**config.mk**
```make
export PLATFORM = sky130hd
export DESIGN_NAME = mult_sequencer
export DESIGN_NICKNAME = d
export VERILOG_FILES = /design/src/rtl/mult_pkg.sv /design/src/rtl/mult_acc.sv /design/src/rtl/mult_sequencer.sv
export SDC_FILE = /design/constraint.sdc
export NUM_CORES = 1
export LEC_CHECK = 0
export ABC_AREA = 1
export BUFFER_PORTS_ARGS = -buffer_cell sky130_fd_sc_hd__buf_4
export CORE_MARGIN = 5
export CORE_UTILIZATION = 47
export CTS_CLUSTER_DIAMETER = 150
export DETAILED_ROUTE_END_ITERATION = 6
export GPL_TIMING_DRIVEN = 0
export PLACE_DENSITY = 0.78
export SYNTH_ARGS = -nofsm -noshare
export SYNTH_HDL_FRONTEND = slang
export SYNTH_SLANG_ARGS = --single-unit
```
**constraint.sdc**
```tcl
create_clock -name clk -period 4.2 [get_ports clk]
set_input_delay 0.84 -clock clk [delete_from_list [all_inputs] [get_ports clk]]
set_output_delay 0.84 -clock clk [all_outputs]
set_load 0.005 [all_outputs]
```
**src/rtl/mult_pkg.sv**
```systemverilog
// Shared definitions for the multiplier sequencer slice.
//   OP_W            operand width fed to top_multiplier
//   PP_W            product width returned by top_multiplier
//   DEF_MULT_CYCLES default compute budget, in cycles of mult_start
//   ST_*            sequencer FSM state encoding
package mult_pkg;

  localparam int OP_W            = 8;
  localparam int PP_W            = 16;
  localparam int DEF_MULT_CYCLES = 18;

  localparam logic [1:0] ST_IDLE = 2'd0;
  localparam logic [1:0] ST_LOAD = 2'd1;
  localparam logic [1:0] ST_RUN  = 2'd2;
  localparam logic [1:0] ST_HOLD = 2'd3;

endpackage

```
**src/rtl/mult_acc.sv**
```systemverilog
// Running accumulator for MAC-style use of the multiplier.
// Ports:
//   clk, reset  system clock, synchronous active-high reset
//   clear       clears the sum and the overflow flag
//   add_en      adds the zero-extended addend this edge
//   addend      product to accumulate
//   acc         running sum, wraps modulo 2^ACC_W
//   ovf         sticky flag, set when an add carries out of the top bit
// When clear and add_en coincide, the clear applies first and the addend
// becomes the new sum.
module mult_acc
  import mult_pkg::*;
#(
  parameter int ACC_W = 24
) (
  input  logic             clk,
  input  logic             reset,
  input  logic             clear,
  input  logic             add_en,
  input  logic [PP_W-1:0]  addend,
  output logic [ACC_W-1:0] acc,
  output logic             ovf
);

  logic [ACC_W-1:0] base;
  logic [ACC_W:0]   sum;

  // One extra bit on the sum captures the carry out of the accumulator.
  always_comb begin
    base = clear ? '0 : acc;
    sum  = {1'b0, base} + {{(ACC_W + 1 - PP_W){1'b0}}, addend};
  end

  // NOTE: reset is sampled inside the clocked block, so it only takes
  // effect on a rising edge; there is no asynchronous path.
  always_ff @(posedge clk) begin
    if (reset) begin
      acc <= '0;
      ovf <= 1'b0;
    end else if (add_en) begin
      acc <= sum[ACC_W-1:0];
      ovf <= (clear ? 1'b0 : ovf) | sum[ACC_W];
    end else if (clear) begin
      acc <= '0;
      ovf <= 1'b0;
    end
  end

endmodule

```
**src/rtl/mult_sequencer.sv**
```systemverilog
// Operand sequencer and result collector wrapped around top_multiplier.
// Ports:
//   clk, reset            system clock, synchronous active-high reset
//   in_valid/in_ready     operand handshake; in_a, in_b, acc_en ride with it
//   acc_clear             clears accumulator and overflow flag
//   mult_reset/start/a/b  drive top_multiplier; mult_pp is its product
//   res_valid/res_ready   result handshake; res_data is the captured product
//   acc_out, acc_ovf      running accumulator and sticky wrap flag
//   busy                  high whenever the sequencer is not idle
// One operation: IDLE (accept) -> LOAD (pulse multiplier reset) -> RUN
// (mult_start for MULT_CYCLES cycles, capture pp on the last) -> HOLD
// (present result until res_ready) -> IDLE.
module mult_sequencer
  import mult_pkg::*;
#(
  parameter int MULT_CYCLES = DEF_MULT_CYCLES,
  parameter int ACC_W       = 24
) (
  input  logic             clk,
  input  logic             reset,
  input  logic             in_valid,
  output logic             in_ready,
  input  logic [OP_W-1:0]  in_a,
  input  logic [OP_W-1:0]  in_b,
  input  logic             acc_en,
  input  logic             acc_clear,
  output logic             mult_reset,
  output logic             mult_start,
  output logic [OP_W-1:0]  mult_a,
  output logic [OP_W-1:0]  mult_b,
  input  logic [PP_W-1:0]  mult_pp,
  output logic             res_valid,
  input  logic             res_ready,
  output logic [PP_W-1:0]  res_data,
  output logic [ACC_W-1:0] acc_out,
  output logic             acc_ovf,
  output logic             busy
);

  localparam int CNT_W = (MULT_CYCLES > 1) ? $clog2(MULT_CYCLES) : 1;
  localparam logic [CNT_W-1:0] CNT_LAST = CNT_W'(MULT_CYCLES - 1);

  logic [1:0]       state;
  logic [CNT_W-1:0] cnt;
  logic             acc_en_q;
  logic             run_done;

  // The last RUN cycle is the one whose closing edge samples mult_pp.
  assign run_done   = (state == ST_RUN) && (cnt == CNT_LAST);

  assign in_ready   = (state == ST_IDLE) && !reset;
  assign mult_reset = reset || (state == ST_LOAD);
  assign mult_start = (state == ST_RUN);
  assign res_valid  = (state == ST_HOLD);
  assign busy       = (state != ST_IDLE);

  // NOTE: every register here uses non-blocking assignment so all state
  // updates on an edge see the pre-edge values of each other.
  always_ff @(posedge clk) begin
    if (reset) begin
      state    <= ST_IDLE;
      cnt      <= '0;
      mult_a   <= '0;
      mult_b   <= '0;
      acc_en_q <= 1'b0;
      res_data <= '0;
    end else begin
      case (state)
        ST_IDLE: begin
          if (in_valid) begin
            mult_a   <= in_a;
            mult_b   <= in_b;
            acc_en_q <= acc_en;
            state    <= ST_LOAD;
          end
        end
        ST_LOAD: begin
          cnt   <= '0;
          state <= ST_RUN;
        end
        ST_RUN: begin
          if (run_done) begin
            res_data <= mult_pp;
            state    <= ST_HOLD;
          end else begin
            cnt <= cnt + CNT_W'(1);
          end
        end
        ST_HOLD: begin
          if (res_ready) state <= ST_IDLE;
        end
        default: state <= ST_IDLE;
      endcase
    end
  end

  mult_acc #(
    .ACC_W (ACC_W)
  ) u_acc (
    .clk    (clk),
    .reset  (reset),
    .clear  (acc_clear),
    .add_en (run_done && acc_en_q),
    .addend (mult_pp),
    .acc    (acc_out),
    .ovf    (acc_ovf)
  );

endmodule
```
**Yosys cells after proc, flatten, opt, wreduce, memory -nomap -nowiden**

Cells that the tools add are included.
W data, S select, Z words.

- Bits of input ports: 38
- Word-level logic and storage cells: 41
- Output and inout port bits: 62
- Register bits: 65

- Multiplexer cells: 10
- Reductions and logical operators: 12
- Bitwise logic cells: 1
- Equal/unequal tests: 8
- Add/subtract/negate cells: 2

Operator list:

| cell | number |
|---|---|
| $mux W24 | 2 |
| $add A24 B16 Y25 | 1 |
| $pmux W5 S2 | 1 |
| $pmux W2 S4 | 1 |
| $mux W2 | 3 |
| $reduce_and A2 Y1 | 3 |
| $add A5 B1 Y5 const B | 1 |
| $eq A5 B5 Y1 const B | 1 |
| $mux W5 | 1 |
| $eq A2 B2 Y1 const B | 2 |
| $ne A2 B1 Y1 const B | 2 |
| $ne A2 B2 Y1 const B | 2 |
| $reduce_bool A2 Y1 | 2 |
| $logic_and A1 B1 Y1 | 3 |
| $reduce_and A3 Y1 | 1 |
| $eq A2 B1 Y1 const B | 1 |
| $logic_not A2 Y1 | 1 |
| $mux W1 | 2 |
| $logic_not A1 Y1 | 1 |
| $logic_or A1 B1 Y1 | 1 |
| $or A1 B1 Y1 | 1 |

**Depth between registers and ports, before layout**

Gate-level depths: netlist of run 1.

- Word-level depth: 4
- Gate-level depth with buffers: 16
- Mapped depth without buffers: 15

**Cells and area by module**

A second synthesis of run 1 with hierarchy kept.

- Cell total of the unflattened synthesis: 627
- Area total of the unflattened synthesis: 4151.5 µm²

Modules (own cells, without submodules):

| module | area an instance (µm²) | cells each | instances | seq. area each (µm²) |
|---|---|---|---|---|
| mult_acc | 2356.0 | 407 | 1 | 500.5 |
| mult_sequencer | 1795.5 | 220 | 1 | 800.8 |

**Worst setup path before layout of run 1**

No wires, ideal clock.

- Path kind: input-to-reg
- Start point: input port acc_clear
- End point: register u_acc.acc[16]
- Arrival: 2.501 ns
- Required time: 4.085 ns
- Path slack: 1.584 ns
- Buffers on the path: 1
- Stages: 15
- Library setup time: 0.115 ns
- Cells stage by stage: buf_2 > nor2_1 > ha_1 > inv_1 > fa_1 > inv_1 > nand3_1 > nand3_1 > nand3_1 > nand2_1 > nand2_1 > nand2_1 > nand3_1 > nand2_1 > nor2_1

- Cells in the longest elaborated chain, start to end: 3

Ends and longest elaborated chain:

| what | RTL line | RTL |
|---|---|---|
| start: declaration | mult_sequencer.sv:26 | `input logic acc_clear,` |
| $mux W24 * | -- |  |
| $add A24 B16 Y25 | mult_acc.sv:31 | `sum = {1'b0, base} + {{(ACC_W + 1 - PP_W){1'b0}}, addend};` |
| $mux W24 * | mult_acc.sv:40 | `end else if (add_en) begin` |
| end signal: assignment | mult_acc.sv:41 | `acc <= sum[ACC_W-1:0];` |
| end: declaration | mult_acc.sv:21 | `output logic [ACC_W-1:0] acc,` |

Mark *: on every way between the ends. The rest lies on a longest branch, timed or not.
A chain may end at the register's enable or synchronous reset.

**Worst setup path after layout of run 1**

- Start point: input port acc_clear
- End point: register u_acc.acc[20]

The elaborated chain is that of the path after synthesis.

==> impl_metrics.env, run 1 <==
export IMPL_synthCells=607
export IMPL_clkSlewWorstSetupHoldPaths_ns=0.07
export IMPL_yosys_area_top_type="dfxtp_1"
export IMPL_max_slew_margin=0.589
export IMPL_finalMaxSlewViolations=0
export IMPL_cts_made_buffers=9
export IMPL_antenna_found_initial=0
export IMPL_die_area_sq_um=10200
export IMPL_leakage_nw=2.68
export IMPL_cts_post_setup_buffers_inserted=0
export IMPL_drtPass1Iterations=5
export IMPL_yosys_warnings=0
export IMPL_clock_latency_ns=0.35
export IMPL_worstPathCellList="buf_4 -> buf_2 -> nor2_1 -> ha_1 -> inv_1 -> fa_1 -> inv_1 -> nand3_1 -> nand3_1 -> nand3_1 -> nand2_1 -> nand2_1 -> nand2_1 -> nand3_1 -> nand2_1 -> nor2_1"
export IMPL_rsz0062_at_grt="false"
export IMPL_grt_overflow_total=0
export IMPL_yosys_cell_types_count=33
export IMPL_core_sq_um=8130
export IMPL_place_congestion=0.884
export IMPL_worst_slew_pin_transition_ns=0.616
export IMPL_synth_area_leaders="dfxtp_1 34%, nand2_1 12%, nor2_1 11%"
export IMPL_syn_area_sq_um=3880
export IMPL_drtIter0Drc=184
export IMPL_hold_path_end="u_acc.ovf"
export IMPL_final_core_util=0.607
export IMPL_rows=33
export IMPL_dp_hpwl_um=9260
export IMPL_die_w_um=101
export IMPL_fin_crit_ns=2.95
export IMPL_cp_slowest_stage_delay_ns=0.40
export IMPL_hold_viol=0
export IMPL_clock_sinks=65
export IMPL_portBuffers=99
export IMPL_crit_fanout=10
export IMPL_grt_pass1_wl_um=18400
export IMPL_grt_use_total=0.227
export IMPL_syn_num_nets=669
export IMPL_diodes=0
export IMPL_powerDensity_nw_per_um2=326
export IMPL_skew_ns=0.0151
export IMPL_die_h_um=101
export IMPL_min_path_cells=2
export IMPL_synth_edf_count=0
export IMPL_vias=4171
export IMPL_synthFlopType="dfxtp_1"
export IMPL_yosysMostFrequentCell="nand2_1"
export IMPL_vias_per_cell=5.05
export IMPL_r2r_cells=15
export IMPL_cts_tree="yes"
export IMPL_hp_class="reg -> reg"
export IMPL_start_util=0.477
export IMPL_ys_seq_elements=65
export IMPL_r2r_slack_ns=1.72
export IMPL_ys_seq_area_frac=0.335
export IMPL_crit_arrival_ns=3.18
export IMPL_r2r_start="u_acc.acc[0]"
export IMPL_routedWlPerCell_um=14.0
export IMPL_cts_buffer_depth=2
export IMPL_ys_async_sr_fraction=0
export IMPL_grt_pass1_vias=3953
export IMPL_yosysTopAreaCellShare=0.335
export IMPL_final_nets=779
export IMPL_critPathRequiredTime_ns=4.44
export IMPL_peakVddDrop_uv=138
export IMPL_ys_top_cells_by_count="124 x nand2_1, 117 x nor2_1, 89 x inv_1, 65 x dfxtp_1, 45 x o21ai_0"
export IMPL_grt_max_degree=12
export IMPL_worst_setup_path_type="in -> reg"
export IMPL_setup_viol=0
export IMPL_drc_errors=0
export IMPL_drive_above_1_share=0.186
export IMPL_cts_root_buf="clkbuf_8"
export IMPL_cts_hold_buffers=0
export IMPL_min_period_over_period=0.702
export IMPL_num_io_pins=100
export IMPL_cp_start_kind="input pin"
export IMPL_r2r_end="u_acc.acc[20]"
export IMPL_syn_area_per_cell_sq_um=6.40
export IMPL_status="finished, final reports clean"
export IMPL_clock_fmax_mhz=339
export IMPL_routed_wl_um=11600
export IMPL_worstHoldStart="u_acc.ovf"
export IMPL_ctsResizeCount=0
export IMPL_cap_violations=0
export IMPL_htree_num_levels=3
export IMPL_timing_setup_tns_ns=0
export IMPL_slowest_stage="fa_1"
export IMPL_cp_end_kind="flop"
export IMPL_syn_to_final_growth_pct=27.3
export IMPL_antenna_left=0
-- power by group --
part	total, W	internal, W	switching, W	leakage [nW]
registers	0.000709	0.000674	0.0000344	0.528
clock network	0.000517	0.000267	0.000250	0.0909
logic	0.000384	0.000173	0.000212	2.06
total	0.00161	0.00111	0.000496	2.68
-- sequential cells by signal (all words and copies together) (netlist names) --
name       count
state          2
res_data      16
acc_en_q       1
u_acc.acc     24
u_acc.ovf      1
cnt            5
mult_b         8
mult_a         8
-- area by class of cell --
type	instances	area, sq um
fill	779	3190
multi-input combinational	433	2140
sequential	65	1300
timing repair buffer	99	743
inverter	93	354
tap	105	131
clock buffer	9	124
buffer	16	87.6
clock inverter	6	60.1
-- worst max-delay path: cells and delay by family --
kind / cells / cell delay (ns)
buffers and inverters: 4 / 0.52
adder cells (fa/ha/maj): 2 / 0.67
AND/OR/NAND/NOR: 10 / 1.14
-- cells by family after synthesis --
| family | after synthesis | share of synthesized area |
|---|---|---|
| AOI/OAI and AO/OA | 100 | 0.134 |
| buffers and inverters | 109 | 0.114 |
| xor gates and xnor gates | 6 | 0.0135 |
| adders and majority gates | 24 | 0.0793 |
| DFF | 65 | 0.335 |
| and+or+nand+nor | 303 | 0.324 |
-- metal layers --
layer | up-vias | GRT usage | wire length (um)
met5 | - | 0 | 0
met2 | 154 | 0.399 | 5430
met1 | 1872 | 0.285 | 5040
met4 | 0 | 0.0580 | 201
li1 | 2127 | - | -
met3 | 18 | 0.0401 | 890
-- cells in the final DEF (no fill, tap or decap), types with 4 or more instances in the layout --
| master | instances |
|---|---|
| nor3_1 | 6 |
| o21ai_0 | 45 |
| inv_1 | 89 |
| xor2_1 | 4 |
| a21oi_1 | 43 |
| clkbuf_8 | 9 |
| dfxtp_1 | 65 |
| nand3_1 | 43 |
| clkbuf_1 | 9 |
| buf_2 | 4 |
| buf_4 | 99 |
| nor2_1 | 117 |
| o21ai_1 | 4 |
| nand2_1 | 124 |
| ha_1 | 23 |
-- stage by stage --
stage                     instances  worst slack [ns]  hold WS (ns)  cell area (sq um)  total power [W]
after floorplan                 607              1.58         0.461               3880         0.000928
after global placement          811              1.00         0.468               4760          0.00109
after detailed placement        811             0.952         0.482               4760          0.00111
after CTS                       826              1.30         0.496               4940          0.00162
after global routing            826              1.02         0.513               4940          0.00170
final                           826              1.25         0.488               4940          0.00161
-- worst max path at each step --
stage               startpoint  depth (start not counted)             to
global placement     acc_clear                         16  u_acc.acc[20]
detailed placement   acc_clear                         16  u_acc.acc[20]
finish               acc_clear                         16  u_acc.acc[20]
CTS                  acc_clear                         16  u_acc.acc[20]
floorplan            acc_clear                         15  u_acc.acc[16]
global route         acc_clear                         16  u_acc.acc[16]
Note: power is estimated with default switching activity, not from simulation.
==> run 2, diff against run 1 <==
- clock period: 4.2 -> 2.8 ns (I/O delays scaled with it)
==> run 2 against run 1 <==
Count of clock-buffer cells in the layout unchanged; die area unchanged; critical path type unchanged; critical endpoint unchanged; register-to-register slack worse by 1.3 ns; sequential share of layout area about the same; combinational power increased by 50%; critical path depth unchanged; clock skew about the same.
==> impl_metrics.env, run 2 (synthesis results as in run 1) <==
export IMPL_rsz0062_at_grt="false"
export IMPL_cts_root_buf="clkbuf_8"
export IMPL_dp_hpwl_um=9260
export IMPL_num_io_pins=100
export IMPL_clkSlewWorstSetupHoldPaths_ns=0.08
export IMPL_r2r_end="u_acc.acc[20]"
export IMPL_grt_pass1_wl_um=18400
export IMPL_clock_fmax_mhz=389
export IMPL_grt_pass1_vias=3953
export IMPL_die_area_sq_um=10200
export IMPL_leakage_nw=2.67
export IMPL_setup_viol=0
export IMPL_r2r_start="u_acc.acc[0]"
export IMPL_worst_setup_path_type="in -> reg"
export IMPL_r2r_slack_ns=0.42
export IMPL_place_congestion=0.884
export IMPL_final_nets=779
export IMPL_start_util=0.477
export IMPL_cts_made_buffers=9
export IMPL_dp_cells=811
export IMPL_htree_num_levels=3
export IMPL_rows=33
export IMPL_cp_end_kind="flop"
export IMPL_cts_buffer_depth=2
export IMPL_antenna_left=0
export IMPL_worstPathCellList="buf_4 -> buf_2 -> nor2_1 -> ha_2 -> inv_1 -> fa_1 -> inv_1 -> nand3_1 -> nand3_1 -> nand3_1 -> nand2_1 -> nand2_1 -> nand2_2 -> nand3_1 -> nand2_1 -> nor2_1"
export IMPL_core_sq_um=8130
export IMPL_syn_to_final_growth_pct=27.4
export IMPL_p_sw_w=0.000743
export IMPL_crit_fanout=10
export IMPL_cts_post_setup_buffers_inserted=0
export IMPL_drtIter0Drc=193
export IMPL_largest_reg_flops=24
export IMPL_cts_hold_buffers=0
export IMPL_power_share_sequential=0.440
export IMPL_grt_max_degree=12
export IMPL_min_period_over_period=0.917
export IMPL_combPwrFrac=0.239
export IMPL_vias=4189
export IMPL_reg_largest_list="u_acc.acc (24), res_data (16)"
export IMPL_fin_crit_ns=2.57
export IMPL_finalMaxSlewViolations=0
export IMPL_critPathRequiredTime_ns=3.03
export IMPL_largest_register="u_acc.acc"
export IMPL_cts_tree="yes"
export IMPL_peakVddDrop_uv=208
export IMPL_status="finished, final reports clean"
export IMPL_die_h_um=101
export IMPL_clock_latency_ns=0.34
export IMPL_max_slew_margin=0.597
export IMPL_internal_power_w=0.00167
export IMPL_grt_overflow_total=0
export IMPL_antenna_found_initial=0
export IMPL_swShare=0.308
export IMPL_hp_class="in -> reg"
export IMPL_skew_ns=0.0148
export IMPL_min_path_cells=3
export IMPL_routedWlPerCell_um=14.0
export IMPL_clock_sinks=65
export IMPL_worst_slew_pin_transition_ns=0.604
export IMPL_slowest_stage="fa_1"
export IMPL_r2r_cells=15
export IMPL_drtPass1Iterations=4
export IMPL_grt_use_total=0.227
export IMPL_cap_violations=0
export IMPL_pwr_share_clk=0.321
export IMPL_die_w_um=101
export IMPL_cp_start_kind="input pin"
export IMPL_portBuffers=99
export IMPL_final_common_cell="nand2_1"
export IMPL_hold_path_end="res_data[7]"
export IMPL_crit_arrival_ns=2.80
export IMPL_vias_per_cell=5.07
export IMPL_drive_above_1_share=0.189
export IMPL_cp_slowest_stage_delay_ns=0.40
export IMPL_timing_setup_tns_ns=0
export IMPL_diodes=0
export IMPL_final_cell_mix="123 x nand2_1, 117 x nor2_1, 99 x buf_4, 89 x inv_1, 65 x dfxtp_1"
export IMPL_hold_viol=0
export IMPL_drc_errors=0
export IMPL_finalNonFillerCells=826
export IMPL_routed_wl_um=11500
export IMPL_crit_top_cell="nand3_1"
export IMPL_powerDensity_nw_per_um2=488
export IMPL_worstHoldStart="mult_pp[7]"
[run 2: cell types whose count changed in the layout (fill, tap and decap cells not counted)]
cell | previous run | this run
ha_1 | 23 | 22
ha_2 | 0 | 1
nand2_2 | 1 | 2
nand2_1 | 124 | 123
[run 2: repair_timing]
| action | 4_1_cts | 5_1_grt |
|---|---|---|
| endpoints found under the setup margin | 0 | 3 |
| resized for setup | 0 | 2 |
| hold endpoints to repair | 0 | 0 |
[run 2: power groups by stage]
stage / combinational, W / sequential (W) / clock (W)
floorplan: 0.000308 / 0.00108 / 0
global placement: 0.000559 / 0.00108 / 0
detailed placement: 0.000577 / 0.00109 / 0
CTS: 0.000580 / 0.00106 / 0.000790
global route: 0.000641 / 0.00108 / 0.000833
finish: 0.000577 / 0.00106 / 0.000775
[run 2: per-stage QoR]
step           total power, W  utilization  worst slack, ns  hold WS (ns)  area [sq um]
3_3_place_gp          0.00164        0.585           -0.119         0.468          4760
5_1_grt               0.00255        0.608           0.0219         0.473          4950
2_1_floorplan         0.00139            -            0.464         0.461          3880
3_5_place_dp          0.00166        0.585           -0.168         0.482          4760
6_report              0.00241        0.608            0.233         0.465          4950
4_1_cts               0.00243        0.607            0.185         0.456          4940
[run 2: worst max-delay path, delay by kind of cell]
family,cells,cell delay (ns)
and+or+nand+nor,10,1.08
adders and majority gates,2,0.65
buffers and inverters,4,0.51
[run 2: worst max path at each step]
stage,start,end,cells past startpoint
global route,acc_clear,u_acc.acc[16],16
finish,acc_clear,u_acc.acc[20],16
CTS,acc_clear,u_acc.acc[20],16
detailed placement,acc_clear,u_acc.acc[20],16
global placement,acc_clear,u_acc.acc[20],16
floorplan,acc_clear,u_acc.acc[16],15
[run 2: cell type report]
class | instances | area (sq um)
inverters | 93 | 354
plain buffers | 16 | 87.6
fillers | 780 | 3190
well taps | 105 | 131
flip-flops and latches | 65 | 1300
clock inverters | 6 | 60.1
repair buffers | 99 | 743
multi-input cells | 433 | 2140
clock buffers | 9 | 124
[run 2: layer usage]
metal  vias up  routed length, um  global-route usage
met4         0                193              0.0580
met1      1898               5060               0.285
met2       144               5470               0.399
met3        17                819              0.0401
met5         -                  0                   0
li1       2130                  -                   -
